### src/rtl/mcycle_unit.sv
// mcycle_unit
//   Iterative multiply/divide unit that sits beside the single-cycle ALU in the
//   Execute stage. It handles RV32M mul/mulh/mulhu/div/divu/rem/remu by working
//   on operand magnitudes, one bit per cycle, and applying a sign fix-up at the
//   end. Timing is fixed at WIDTH compute cycles for every operation, including
//   a divide by zero.
//
// Ports
//   CLK       clock, rising edge
//   RESET     asynchronous active-high reset
//   Start     operation request, only looked at in IDLE
//   MCycleOp  00 signed mul, 01 unsigned mul, 10 signed div, 11 unsigned div
//   Operand1  multiplicand / dividend
//   Operand2  multiplier / divisor
//   Result1   low product word / quotient (registered)
//   Result2   high product word / remainder (registered)
//   Busy      combinational stall request
//   Done      one-cycle pulse, results valid in this cycle
module mcycle_unit #(
    parameter int WIDTH = 32
) (
    input  logic             CLK,
    input  logic             RESET,
    input  logic             Start,
    input  logic [1:0]       MCycleOp,
    input  logic [WIDTH-1:0] Operand1,
    input  logic [WIDTH-1:0] Operand2,
    output logic [WIDTH-1:0] Result1,
    output logic [WIDTH-1:0] Result2,
    output logic             Busy,
    output logic             Done
);

    localparam int CW = $clog2(WIDTH);
    localparam logic [CW-1:0] LAST = CW'(WIDTH - 1);

    typedef enum logic [1:0] {
        IDLE    = 2'd0,
        COMPUTE = 2'd1,
        DONE    = 2'd2
    } state_t;

    state_t             state_reg, state_next;
    logic [CW-1:0]      count_reg;
    logic [1:0]         op_reg;
    logic               sign1_reg, sign2_reg;
    logic               div_zero_reg;
    logic [WIDTH-1:0]   mag1_reg, mag2_reg;
    // Product accumulator for multiply; the low half doubles as the quotient
    // shift register for divide.
    logic [2*WIDTH-1:0] acc_reg;
    logic [WIDTH:0]     rem_reg;
    logic [WIDTH-1:0]   result1_reg, result2_reg;

    // Operand signs are only meaningful for the signed variants (bit 0 clear).
    logic in_sign1, in_sign2;
    assign in_sign1 = ~MCycleOp[0] & Operand1[WIDTH-1];
    assign in_sign2 = ~MCycleOp[0] & Operand2[WIDTH-1];

    // ---------------- next-state logic ----------------
    always_comb begin
        state_next = state_reg;
        case (state_reg)
            IDLE:    if (Start) state_next = COMPUTE;
            COMPUTE: if (count_reg == LAST) state_next = DONE;
            DONE:    state_next = IDLE;
            default: state_next = IDLE;
        endcase
    end

    always_ff @(posedge CLK or posedge RESET) begin
        if (RESET) state_reg <= IDLE;
        else       state_reg <= state_next;
    end

    // ---------------- one iteration of the datapath ----------------
    logic [WIDTH:0]     mul_sum;
    logic [2*WIDTH-1:0] mul_next;
    logic               div_bit;
    logic [WIDTH+1:0]   rem_shift, rem_diff;
    logic               fits;
    logic [WIDTH:0]     rem_next;
    logic [WIDTH-1:0]   quo_next;
    logic [2*WIDTH-1:0] prod_fixed;
    logic [WIDTH-1:0]   quo_fixed, rem_fixed;

    always_comb begin
        // Shift-add: multiplier bits consumed LSB first, accumulator shifts right.
        mul_sum  = {1'b0, acc_reg[2*WIDTH-1:WIDTH]}
                 + (mag2_reg[count_reg] ? {1'b0, mag1_reg} : '0);
        mul_next = {mul_sum, acc_reg[WIDTH-1:1]};

        // Restoring divide: dividend bits consumed MSB first. The difference
        // is one bit wider than the remainder so its top bit is a clean sign.
        div_bit   = mag1_reg[LAST - count_reg];
        rem_shift = {rem_reg, div_bit};
        rem_diff  = rem_shift - {2'b00, mag2_reg};
        fits      = ~rem_diff[WIDTH+1];
        rem_next  = fits ? rem_diff[WIDTH:0] : rem_shift[WIDTH:0];
        quo_next  = {acc_reg[WIDTH-2:0], fits};

        // Sign fix-up on the final iteration's values. A zero divisor leaves
        // the magnitude remainder equal to |Operand1|, so restoring the
        // dividend sign hands back Operand1 unchanged; only the quotient
        // needs forcing to all ones.
        prod_fixed = (~op_reg[0] & (sign1_reg ^ sign2_reg)) ? -mul_next : mul_next;
        quo_fixed  = div_zero_reg ? '1
                   : ((sign1_reg ^ sign2_reg) ? -quo_next : quo_next);
        rem_fixed  = sign1_reg ? -rem_next[WIDTH-1:0] : rem_next[WIDTH-1:0];
    end

    always_ff @(posedge CLK or posedge RESET) begin
        if (RESET) begin
            count_reg    <= '0;
            op_reg       <= '0;
            sign1_reg    <= 1'b0;
            sign2_reg    <= 1'b0;
            div_zero_reg <= 1'b0;
            mag1_reg     <= '0;
            mag2_reg     <= '0;
            acc_reg      <= '0;
            rem_reg      <= '0;
            result1_reg  <= '0;
            result2_reg  <= '0;
        end else begin
            case (state_reg)
                IDLE: begin
                    if (Start) begin
                        op_reg       <= MCycleOp;
                        sign1_reg    <= in_sign1;
                        sign2_reg    <= in_sign2;
                        mag1_reg     <= in_sign1 ? -Operand1 : Operand1;
                        mag2_reg     <= in_sign2 ? -Operand2 : Operand2;
                        div_zero_reg <= (Operand2 == '0);
                        count_reg    <= '0;
                        acc_reg      <= '0;
                        rem_reg      <= '0;
                    end
                end
                COMPUTE: begin
                    count_reg <= count_reg + 1'b1;
                    if (op_reg[1]) begin
                        acc_reg <= {{WIDTH{1'b0}}, quo_next};
                        rem_reg <= rem_next;
                    end else begin
                        acc_reg <= mul_next;
                    end
                    if (count_reg == LAST) begin
                        result1_reg <= op_reg[1] ? quo_fixed : prod_fixed[WIDTH-1:0];
                        result2_reg <= op_reg[1] ? rem_fixed : prod_fixed[2*WIDTH-1:WIDTH];
                    end
                end
                default: ;
            endcase
        end
    end

    assign Busy    = (state_reg == COMPUTE) | ((state_reg == IDLE) & Start);
    assign Done    = (state_reg == DONE);
    assign Result1 = result1_reg;
    assign Result2 = result2_reg;

endmodule

### config.mk
export PLATFORM = sky130hd
export DESIGN_NAME = mcycle_unit
export DESIGN_NICKNAME = d
export VERILOG_FILES = /design/src/rtl/mcycle_unit.sv
export SDC_FILE = /design/constraint.sdc
export NUM_CORES = 1
export LEC_CHECK = 0
export ABC_AREA = 1
export CAP_MARGIN = 40
export CORE_AREA = 2 2 345 245
export CTS_BUF_LIST = sky130_fd_sc_hd__clkbuf_8
export CTS_CLUSTER_DIAMETER = 120
export DETAILED_ROUTE_END_ITERATION = 6
export DIE_AREA = 0 0 347 247
export PLACE_DENSITY = 0.37
export SYNTH_ARGS = -nofsm -noshare
export SYNTH_HDL_FRONTEND = slang
export SYNTH_SLANG_ARGS = --single-unit
### constraint.sdc
create_clock -name CLK -period 10 [get_ports CLK]
set_input_delay 1 -clock CLK [delete_from_list [all_inputs] [get_ports CLK]]
set_output_delay 1 -clock CLK [all_outputs]
set_load 0.05 [all_outputs]
# After elaboration in Yosys (flattened, before gate mapping)
# Cells that the tools add are included.
op_classes:
  n_addsub: 9
  n_lt_le_gt_ge: 2
  n_eq_ne: 6
  mux: 25
  n_bitwise: 9
  n_reduce_logical: 8
op_table:
  columns: ["cell", "count"]
  rows:
  - ["2-to-1 mux 32 bit", 8]
  - ["2-to-1 mux 64 bit", 3]
  - ["negator 32 bit", 4]
  - ["one-hot mux 64 bit (2 select lines)", 1]
  - ["2-to-1 mux 33 bit", 3]
  - ["one-hot mux 33 bit (2 select lines)", 1]
  - ["negator 64 bit", 1]
  - ["subtractor 34 x 32 -> 34 bit", 1]
  - ["adder 32 x 32 -> 33 bit", 1]
  - ["zero test 32 bit", 1]
  - ["less-than comparator 5 x 6 -> 1 bit (second input constant)", 2]
  - ["binary-select mux 1 bit (select 5 bit)", 2]
  - ["one-hot mux 5 bit (2 select lines)", 1]
  - ["AND reduction 2 bit", 4]
  - ["!= test 2 bit (second input constant)", 3]
  - ["adder 5 x 1 -> 5 bit (second input constant)", 1]
  - ["equality test 5 bit (second input constant)", 1]
  - ["2-to-1 mux 5 bit", 1]
  - ["subtractor 5 bit (first input constant)", 1]
  - ["AND 1 bit", 4]
  - ["2-to-1 mux 2 bit", 2]
  - ["one-hot mux 2 bit (2 select lines)", 1]
  - ["NOT 1 bit", 3]
  - ["AND reduction 3 bit", 1]
  - ["other kinds (7)", 8]
totals:
  ff_bits: 237
  input_bits: 69
  output_inout_bits: 66
  word_cells: 71

# Logic depth before layout (Yosys ltp)
# Gate-level depths: netlist of the first run.
depth:
  ltp_word: 9
  depth_mapped: 35

# Least setup slack after synthesis of the first run
# Ideal clock, no wire load.
synth_timing:
  kind: "register -> register"
  startpoint: "reg count_reg[0]"
  endpoint: "reg result2_reg[29] (netlist: Result2[29])"
  setup_ns: 0.077
  t_arrival_ns: 4.087
  slack_ns: 5.836
  path_stages_with_launch: 32
  path_buffers: 3
  synth_period_minus_slack_ns: 4.164
  cell_sequence: "dfrtp_1 -> inv_1 -> clkbuf_1 -> clkbuf_1 -> o21ai_0 -> a21oi_1 -> o21ai_0 -> a31oi_1 -> a32o_1 -> clkbuf_1 -> nor2_1 -> ha_1 -> nand2_1 -> nor2_1 -> inv_1 -> nor3_1 -> nand2_1 -> nand2_1 -> nand2_1 -> nand2_1 -> nand2_1 -> nor2_1 -> inv_1 -> nor2_1 -> nand2_1 -> nor2_1 -> nand2_1 -> nand3_1 -> nand2_1 -> nor2_1 -> nor2_1 -> a21oi_1"
synth_via:
  elab_chain_len: 8
  elab_cells_between_ends: 16
synth_rtl:
  columns: ["item", "line", "text"]
  rows:
  - ["from (decl)", "44", "logic [CW-1:0] count_reg;"]
  - ["from (signal assigned)", "141", "count_reg <= count_reg + 1'b1;"]
  - ["subtractor 5 bit", "95", "div_bit = mag1_reg[LAST - count_reg];"]
  - ["binary-select mux 1 bit (select 5 bit)", "95", null]
  - ["2-to-1 mux 1 bit (not written as such)", "95", null]
  - ["subtractor 34 x 32 -> 34 bit", "97", "rem_diff = rem_shift - {2'b00, mag2_reg};"]
  - ["2-to-1 mux 33 bit", "99", "rem_next = fits ? rem_diff[WIDTH:0] : rem_shift[WIDTH:0];"]
  - ["negator 32 bit", "109", "rem_fixed = sign1_reg ? -rem_next[WIDTH-1:0] : rem_next[WIDTH-1:0];"]
  - ["2-to-1 mux 32 bit", "109", null]
  - ["2-to-1 mux 32 bit", "150", "result2_reg <= op_reg[1] ? rem_fixed : prod_fixed[2*WIDTH-1:WIDTH];"]
  - ["to (signal assigned)", "150", null]
  - ["to (decl)", "53", "logic [WIDTH-1:0] result1_reg, result2_reg;"]
# Several ways; a longest one is shown, not always the timed one. The select of a mux whose other input is x is not followed.
# A chain may end at the register's enable or synchronous reset.

# Worst setup path after layout of the first run
layout_timing:
  startpoint: "reg count_reg[1]"
  endpoint: "reg result2_reg[27] (netlist: Result2[27])"
# The elaborated chain is that of the path after synthesis.

==> results of run 1 <==
worst min path at each step:
stage | from | cells after the start | end | slack [ps]
finish | Result1[16] | 2 | Result1[16] | 480
floorplan | op_reg[0] | 2 | op_reg[0] | 450
global route | Result1[16] | 2 | Result1[16] | 500
CTS | Result1[16] | 2 | Result1[16] | 490
global placement | Result1[16] | 2 | Result1[16] | 470
detailed placement | Result1[16] | 2 | Result1[16] | 470
per-layer routing:
| metal | track usage, % | vias up | wire [um] |
|---|---|---|---|
| met3 | 4.385 | 100 | 7073 |
| met2 | 28.52 | 706 | 35230 |
| met5 | 0.6803 | - | 75 |
| met1 | 33.98 | 10520 | 49290 |
| met4 | 4.552 | 2 | 1815 |
| li1 | - | 10920 | - |
per-stage QoR:
| stage | instance area [um2] | util [%] | setup WS, ps |
|---|---|---|---|
| after floorplan | 20430 | - | 2497 |
| after global placement | 22860 | 27.55 | 3973 |
| after detailed placement | 22980 | 27.70 | 4013 |
| after CTS | 23960 | 28.88 | 3943 |
| after global routing | 23970 | 28.89 | 3135 |
| final | 23970 | 28.89 | 3824 |
critical path, stage by stage (launching register included):
cell and delay (ps):
dfrtp_1 730, clkinv_1 630, o21ai_0 250, a21oi_1 60
o21ai_0 180, a31oi_1 110, a32o_1 250, buf_4 250
nor2_1 220, ha_1 310, a21oi_1 130, nand2_1 160
nand2_1 100, nand2_1 160, xnor2_1 650, inv_1 90
nor2_1 150, nand3_1 140, nor2_1 210, nand2_1 160
nor2_1 130, nand2_1 80, nand2_1 70, a21oi_1 70
a21oi_1 530, a21oi_1 150
placed cells by master (no fill, tap or decap), types with 7 or more instances in the layout:
cell / count
o22ai_1: 28
nand2_2: 26
o31ai_1: 7
buf_4: 26
o21bai_1: 9
o221ai_1: 33
nor2_1: 406
clkbuf_8: 59
inv_1: 414
a31oi_1: 40
o21ai_0: 290
o21ai_1: 9
dfrtp_1: 236
a21oi_1: 189
nor2_2: 8
nand3b_1: 18
clkdlybuf4s50_1: 134
nand4_1: 37
nand3_1: 238
ha_1: 71
nand2_4: 9
nor3_1: 39
nand2_1: 927
xnor2_1: 29
xor2_1: 53
cell families (layout without fill, tap and decap cells):
group                      Yosys count  after routing
and+or+nand+nor                   1736           1736
AOI/OAI and AO/OA                  633            633
buffers and inverters              520            653
DFF                                237            237
xor gates and xnor gates            82             82
adders and majority gates           73             73
other                                0              4
final cells by class:
class	count	area, um2	share of cell area, %
flip-flops and latches	237	5932	24.75
multi-input cells	2524	12500	52.17
repair buffers	165	1654	6.901
clock buffers	59	812.0	3.388
diodes	4	10.01	0.04176
well taps	1092	1366	5.701
inverters	403	1521	6.348
clock inverters	26	168.9	0.7047
==> reports/metrics.cfg, run 1 <==
[sta]
slew_headroom_pct=43.12
period_minus_slack_ps=6176
worstMarginPinSlew_ps=853.2
slew_violations=0
fmax_mhz=161.9
whs_ps=479.6
finalCritPeriodShare_pct=61.76
skew_ps=42.23
rsz0062_at_grt=no
tns_ps=0
finalHoldViolCount=0
setup_viol=0

[critical_path]
endpoint_kind=flop
r2r_slack_ps=3820
worstPathRequired_ps=10500
endpoint=Result2[27]
worstSetupStartpoint=count_reg[1]
r2r_cells=25
critPathMaxFanout=32
critical_path_class=reg -> reg
startpoint_type=flop
cp.arrival_ps=6680
r2r_end=Result2[27]
rr_startpoint=count_reg[1]

[synthesis]
synth_nets=3423
yosysSeqAreaShare_pct=29.03
async_flop_share_pct=100.0
synth-simple-area-share_pct=35.72
ys_top_cells_by_area=dfrtp_1, nand2_1, nor2_1
netlist-cell-type-count=51
synth_top_cell_area_share_pct=29.03
yosys.area_share.adder_pct=4.544
synth_common_cells=nand2_1, nor2_1, inv_1
synth_top_family_by_area=simple AND/OR/NAND/NOR gates
synth-seq-cells=237
avgSynthCellArea_um2=6.227
synth-edff-count=0
yosys_warnings=0
synth_area_um2=20430
synth_area_leader_cell=dfrtp_1
synth-xor-area-share_pct=3.515
synth-compound-area-share_pct=17.25
synth-main-ff-cell=dfrtp_1
netlist_instances=3281
synth_mux_area_share_pct=0
yosysMostFrequentCell=nand2_1

[die]
die_h_um=247
core_area_um2=82960
rows=89
initial_core_util_pct=24.63
die-area_um2=85710
ios=135
die_w_um=347

[routing]
wl_mm=93.49
detail_route.wl_per_cell_um=20.73
dr_total_vias=22250
drt-pass1-iter-count=6
via_per_inst=4.933
drc_errors=0
drt-initial-drc-count=2124
drtAntennaViolNets=0

[placement]
portBuffers=134
numPlacedInstances=4421
gp_congestion=0.9297
dp_hpwl_mm=73.37

[final_layout]
nFillCells=9275
fin_nets=3521
area_growth_syn_to_layout_pct=17.32
final_cells=4510
largest_reg_flops=64
drive_gt1_share_pct=5.038

[cts]
clk_pin_slew_worst_paths_ps=60
cts-root-buf=clkbuf_8
clock_latency_ps=680
cts_resized=0
cts.path.max_buffers=3
cts_tree=done
htree_levels=2
ctsHoldBuffers=0
clkSinkCount=237
postCtsSetupBuffers=0
cts_buffers=48

[grt]
grt_pass1_wl_mm=137.5
grt_max_degree=82
grt_pass1_vias=20780
grt_util_all_layers_pct=21.36
gr-total-overflow=0
antenna_found_initial=4

[status]
status=finished, final reports clean

[hold_path]
min_path_type=reg -> reg

[flow_run]
cap_violations=0

Power of run 1 is not shown: default switching activity piles up to over one toggle a cycle in this logic, so the estimate is an artifact.
==> run 2, diff against run 1 <==
PLACE_DENSITY = 0.38   (was 0.37)
clock period = 5.1 ns   (was 10 ns; I/O delays follow)
==> reports/metrics.cfg, run 2 (synthesized netlist as in run 1, its figures left out) <==
[die]
rows=89  ; unchanged
ios=135  ; unchanged
initial_core_util_pct=24.63  ; unchanged
die_h_um=247  ; unchanged
die_w_um=347  ; unchanged
die-area_um2=85710  ; unchanged
core_area_um2=82960  ; unchanged

[critical_path]
cpMostUsedCell=nand2_1
cpMaxStageDelayCell=dfrtp_2
max_stage_delay_ps=480  ; -250 ps
path_buf_inv=3  ; unchanged
critPathMaxFanout=30  ; -6.3%
worstPathRequired_ps=5670  ; -4830 ps
cp_top_family=simple AND/OR/NAND/NOR gates
cp.arrival_ps=5430  ; -1250 ps
endpoint_kind=flop
critical_path_class=reg -> reg
startpoint_type=flop
path_depth=27  ; +8.0%
r2r_cells=27  ; +8.0%

[final_layout]
final_common_cell=nand2_1
drive_gt1_share_pct=7.251  ; +2.2 points
nFillCells=9348  ; +0.79%
final_util_pct=29.44  ; +0.54 points
final_cell_mix=nand2_1, inv_1, nor2_1, o21ai_0, nand3_1
largest_reg_flops=64  ; unchanged
area_growth_syn_to_layout_pct=19.53
fin_nets=3553  ; +0.91%

[routing]
wl_mm=92.63  ; -0.91%
drt-pass1-iter-count=6  ; unchanged
detail_route.wl_per_cell_um=20.39  ; -1.6%
dr_total_vias=22070  ; -0.78%
via_per_inst=4.860  ; -1.5%
drt-initial-drc-count=1916  ; -9.8%
drtAntennaViolNets=0  ; unchanged
drc_errors=0  ; unchanged

[cts]
clock_latency_ps=700  ; +20 ps
cts_buffers=49  ; +2.1%
htree_levels=2  ; unchanged
clkSinkCount=237  ; unchanged
cts.path.max_buffers=3  ; unchanged
cts_tree=done
cts-root-buf=clkbuf_8
clk_pin_slew_worst_paths_ps=80  ; +20 ps
ctsHoldBuffers=0  ; unchanged

[grt]
grt_max_degree=132  ; +61%
grt_pass1_vias=20490  ; -1.4%
grt_pass1_wl_mm=137.7  ; +0.12%
grt_util_all_layers_pct=21.35  ; about the same
gr-total-overflow=0  ; unchanged
antenna_found_initial=4  ; unchanged

[sta]
period_minus_slack_ps=4866  ; -1310 ps
worstMarginPinSlew_ps=849.0  ; -4.267 ps
finalHoldViolCount=0  ; unchanged
setup_viol=0  ; unchanged
slew_headroom_pct=43.40  ; +0.28 points
slew_violations=0  ; unchanged
skew_ps=62.01  ; +19.78 ps
rsz0062_at_grt=yes
finalCritPeriodShare_pct=95.41  ; +34 points
fmax_mhz=205.5  ; +27%
tns_ps=0  ; unchanged

[hold_path]
min_path_type=in -> async

[status]
status=finished, final reports clean

[placement]
dp_hpwl_mm=72.95  ; -0.58%
portBuffers=134  ; unchanged
gp_congestion=0.8989  ; -3.3%

[flow_run]
cap_violations=0  ; unchanged

## run 2: changes by cell type in the layout (fill, tap and decap cells not counted), moves of 6 or more
cell,delta
a21oi_1,-6
buf_4,+29
clkbuf_8,+6
inv_1,-8
nand2_1,-16
nand2_2,+14
nor2_1,-6
## run 2: final cells by class
class,instances,area (um2),share of cell area [%]
flip-flops and latches,237,5936,24.31
repair inverters,2,15.01,0.06148
repair buffers,194,1869,7.655
diodes,2,5.005,0.02049
multi-input cells,2524,12660,51.86
clock inverters,23,147.6,0.6046
inverters,403,1521,6.230
well taps,1092,1366,5.595
clock buffers,65,894.6,3.663
## run 2: what timing repair did
action                     4_1_cts  5_1_grt
gates resized for setup          2       51
pin swaps                        0        2
setup buffers                    0        4
setup endpoints to repair       13       33
gates cloned                     0        2
## run 2: metal layers
metal,track usage [%],wire [um],vias up
met3,4.348,6715,70
met2,28.02,34520,673
li1,-,-,10980
met4,3.453,1081,4
met5,0,25,-
met1,34.79,50290,10350
## run 2: worst register-to-register path, stage by stage, from the launching register on
cell	delay, ps
dfrtp_2	480
buf_12	190
o21ai_0	270
a21oi_1	120
a21oi_1	140
o21ai_0	110
a32o_2	320
buf_12	190
nor2_1	110
ha_1	240
buf_4	170
a21oi_1	230
o21ai_0	170
a21oi_1	190
nand2_1	120
nand2_1	100
nand2_1	60
nand2_1	60
nand2_1	250
nor2_1	240
nand3_1	110
nor2_1	160
nand3_1	130
nand3_1	90
nand2_1	50
nor2_1	230
nor2_1	80
a21oi_1	160
## run 2: stage by stage
step	std cells	cell area, um2	worst slack [ps]	hold WS (ps)
finish	4542	24420	234.1	229.9
global route	4542	24420	-48.83	278.9
CTS	4534	24200	40.08	205.1
detailed placement	4446	23150	-80.25	473.7
global placement	4444	23090	-147.7	472.3
floorplan	3281	20430	935.8	449.5
## run 2: path summary, 6_finish.rpt
path / from / end / slack (ps)
max: count_reg[0] / Result2[31] / 230
min: RESET / acc_reg[56] / 230
max reg2reg: count_reg[0] / Result2[31] / 230
min reg2reg: mag2_reg[12] / mag2_reg[12] / 490
max in group asynchronous: RESET / rem_reg[24] / 3500
min in group CLK: mag2_reg[12] / mag2_reg[12] / 490
Power of run 2 is left out for the same reason.
==> run 3, diff against run 2 <==
CORE_AREA = 2 2 232 165   (was 2 2 345 245)
DIE_AREA = 0 0 234 167   (was 0 0 347 247)
PLACE_DENSITY = 0.76   (was 0.38)
==> reports/metrics.cfg, run 3 (synthesized netlist as in run 1, its figures left out) <==
[critical_path]
startpoint_type=flop
cp.arrival_ps=5330  ; -100 ps
worstPathRequired_ps=5600  ; -70 ps
cpMostUsedCell=nand2_1
path_buf_inv=2  ; -1
critPathMaxFanout=6  ; -80%
cp_top_family=simple AND/OR/NAND/NOR gates
critical_path_class=reg -> reg
r2r_cells=26  ; -3.7%
endpoint_kind=flop
r2r_slack_ps=270  ; +40 ps
rr_startpoint=count_reg[0]
r2r_end=Result2[28]
cpMaxStageDelayCell=dfrtp_2
path_depth=26  ; -3.7%
max_stage_delay_ps=440  ; -40 ps

[final_layout]
final_cell_mix=nand2_1, inv_1, nor2_1, o21ai_0, nand3_1
nFillCells=3480  ; -63%
multi_input_area_um2=12580  ; -0.68%
fin_nets=3527  ; -0.73%
drive_gt1_share_pct=6.091  ; -1.2 points
final_util_pct=63.38  ; +34 points
largest_reg_flops=64  ; unchanged
final_common_cell=nand2_1
antenna_cells=0  ; -2
final_cells=3903  ; -14%
area_growth_syn_to_layout_pct=14.28
regArea_um2=5933  ; about the same
finalInstanceArea_um2=23350  ; -4.4%

[sta]
fmax_mhz=207.1  ; +0.77%
slew_headroom_pct=40.42  ; -3.0 points
worstMarginPinSlew_ps=893.7  ; +44.79 ps
setup_viol=0  ; unchanged
finalHoldViolCount=0  ; unchanged
finalCritPeriodShare_pct=94.68  ; -0.73 points
period_minus_slack_ps=4829  ; -37.02 ps
slew_violations=0  ; unchanged
skew_ps=18.17  ; -43.84 ps

[routing]
drc_errors=0  ; unchanged
via_per_inst=6.039  ; +24%
drtAntennaViolNets=0  ; unchanged
drt-pass1-iter-count=6  ; unchanged
detail_route.wl_per_cell_um=19.89  ; -2.5%
drt-initial-drc-count=3231  ; +69%
wl_mm=77.64  ; -16%
dr_total_vias=23570  ; +6.8%

[cts]
clkSinkCount=237  ; unchanged
htree_levels=2  ; unchanged
clock_latency_ps=590  ; -110 ps
cts_buffers=41  ; -16%
cts-root-buf=clkbuf_8
cts.path.max_buffers=3  ; unchanged
cts_tree=done
clk_pin_slew_worst_paths_ps=70  ; about the same

[die]
die-area_um2=39080  ; -54%
die_h_um=167  ; -32%
ios=135  ; unchanged
core_area_um2=36840  ; -56%
initial_core_util_pct=55.46  ; +31 points
die_w_um=234  ; -33%
rows=59  ; -34%

[status]
status=finished, final reports clean

[placement]
portBuffers=134  ; unchanged
dp_hpwl_mm=59.94  ; -18%
placed_cell_area_um2=22290  ; -3.7%
numPlacedInstances=3823  ; -14%
gp_congestion=1.073  ; +19%

[hold_path]
min_path_type=in -> async

[grt]
grt_pass1_vias=21170  ; +3.3%
gr-total-overflow=0  ; unchanged
grt_util_all_layers_pct=39.51  ; +18 points
grt_max_degree=144  ; +9.1%
grt_pass1_wl_mm=120.3  ; -13%
antenna_found_initial=1  ; -3

[flow_run]
cap_violations=0  ; unchanged

==> run 3: area by class of cell <==
type | instances | area share (%)
Clock buffer | 55 | 3.242
Inverter | 403 | 6.527
Timing Repair inverter | 1 | 0.03215
Tap cell | 488 | 2.615
Multi-Input combinational cell | 2524 | 53.87
Sequential cell | 237 | 25.41
Clock inverter | 18 | 0.5788
Timing Repair Buffer | 177 | 7.717
==> run 3: how the worst max path moves through the flow <==
stage / endpoint / from / slack, ps
floorplan: Result2[29] / count_reg[0] / 940
global placement: Result2[27] / count_reg[0] / -280
detailed placement: Result2[27] / count_reg[0] / -160
CTS: Result2[27] / count_reg[0] / 10
global route: Result2[30] / count_reg[0] / -10
finish: Result2[28] / count_reg[0] / 270
==> run 3: tightest hold or removal path: stages <==
cell	delay [ps]
clkdlybuf4s50_1	440
clkinvlp_4	130
buf_4	420
==> run 3: stage by stage <==
step	setup TNS (ps)	setup slack (ps)	hold WS [ps]
global placement	-509.4	-276.5	469.1
detailed placement	-317.7	-164.6	474.5
CTS	0	9.709	479.0
floorplan	0	935.8	449.5
global route	-34.52	-12.32	506.6
finish	0	271.1	486.9
==> run 3: per-layer routing <==
metal  GRT usage, %  share of wire (%)  up-vias
li1               -                  -    10930
met1          59.75                 43    10850
met2          54.79                 40     1604
met3          10.07                 14      181
met4          11.59                3.1        2
met5              0              0.017        -
==> run 3: repair_timing <==
| item | CTS | global route |
|---|---|---|
| gates resized for setup | 3 | 35 |
| hold buffers | 0 | 0 |
| setup buffers | 0 | 6 |
| pin swaps | 0 | 1 |
| setup endpoints to repair | 4 | 19 |
| gates cloned | 0 | 1 |
Power of run 3 is left out for the same reason.
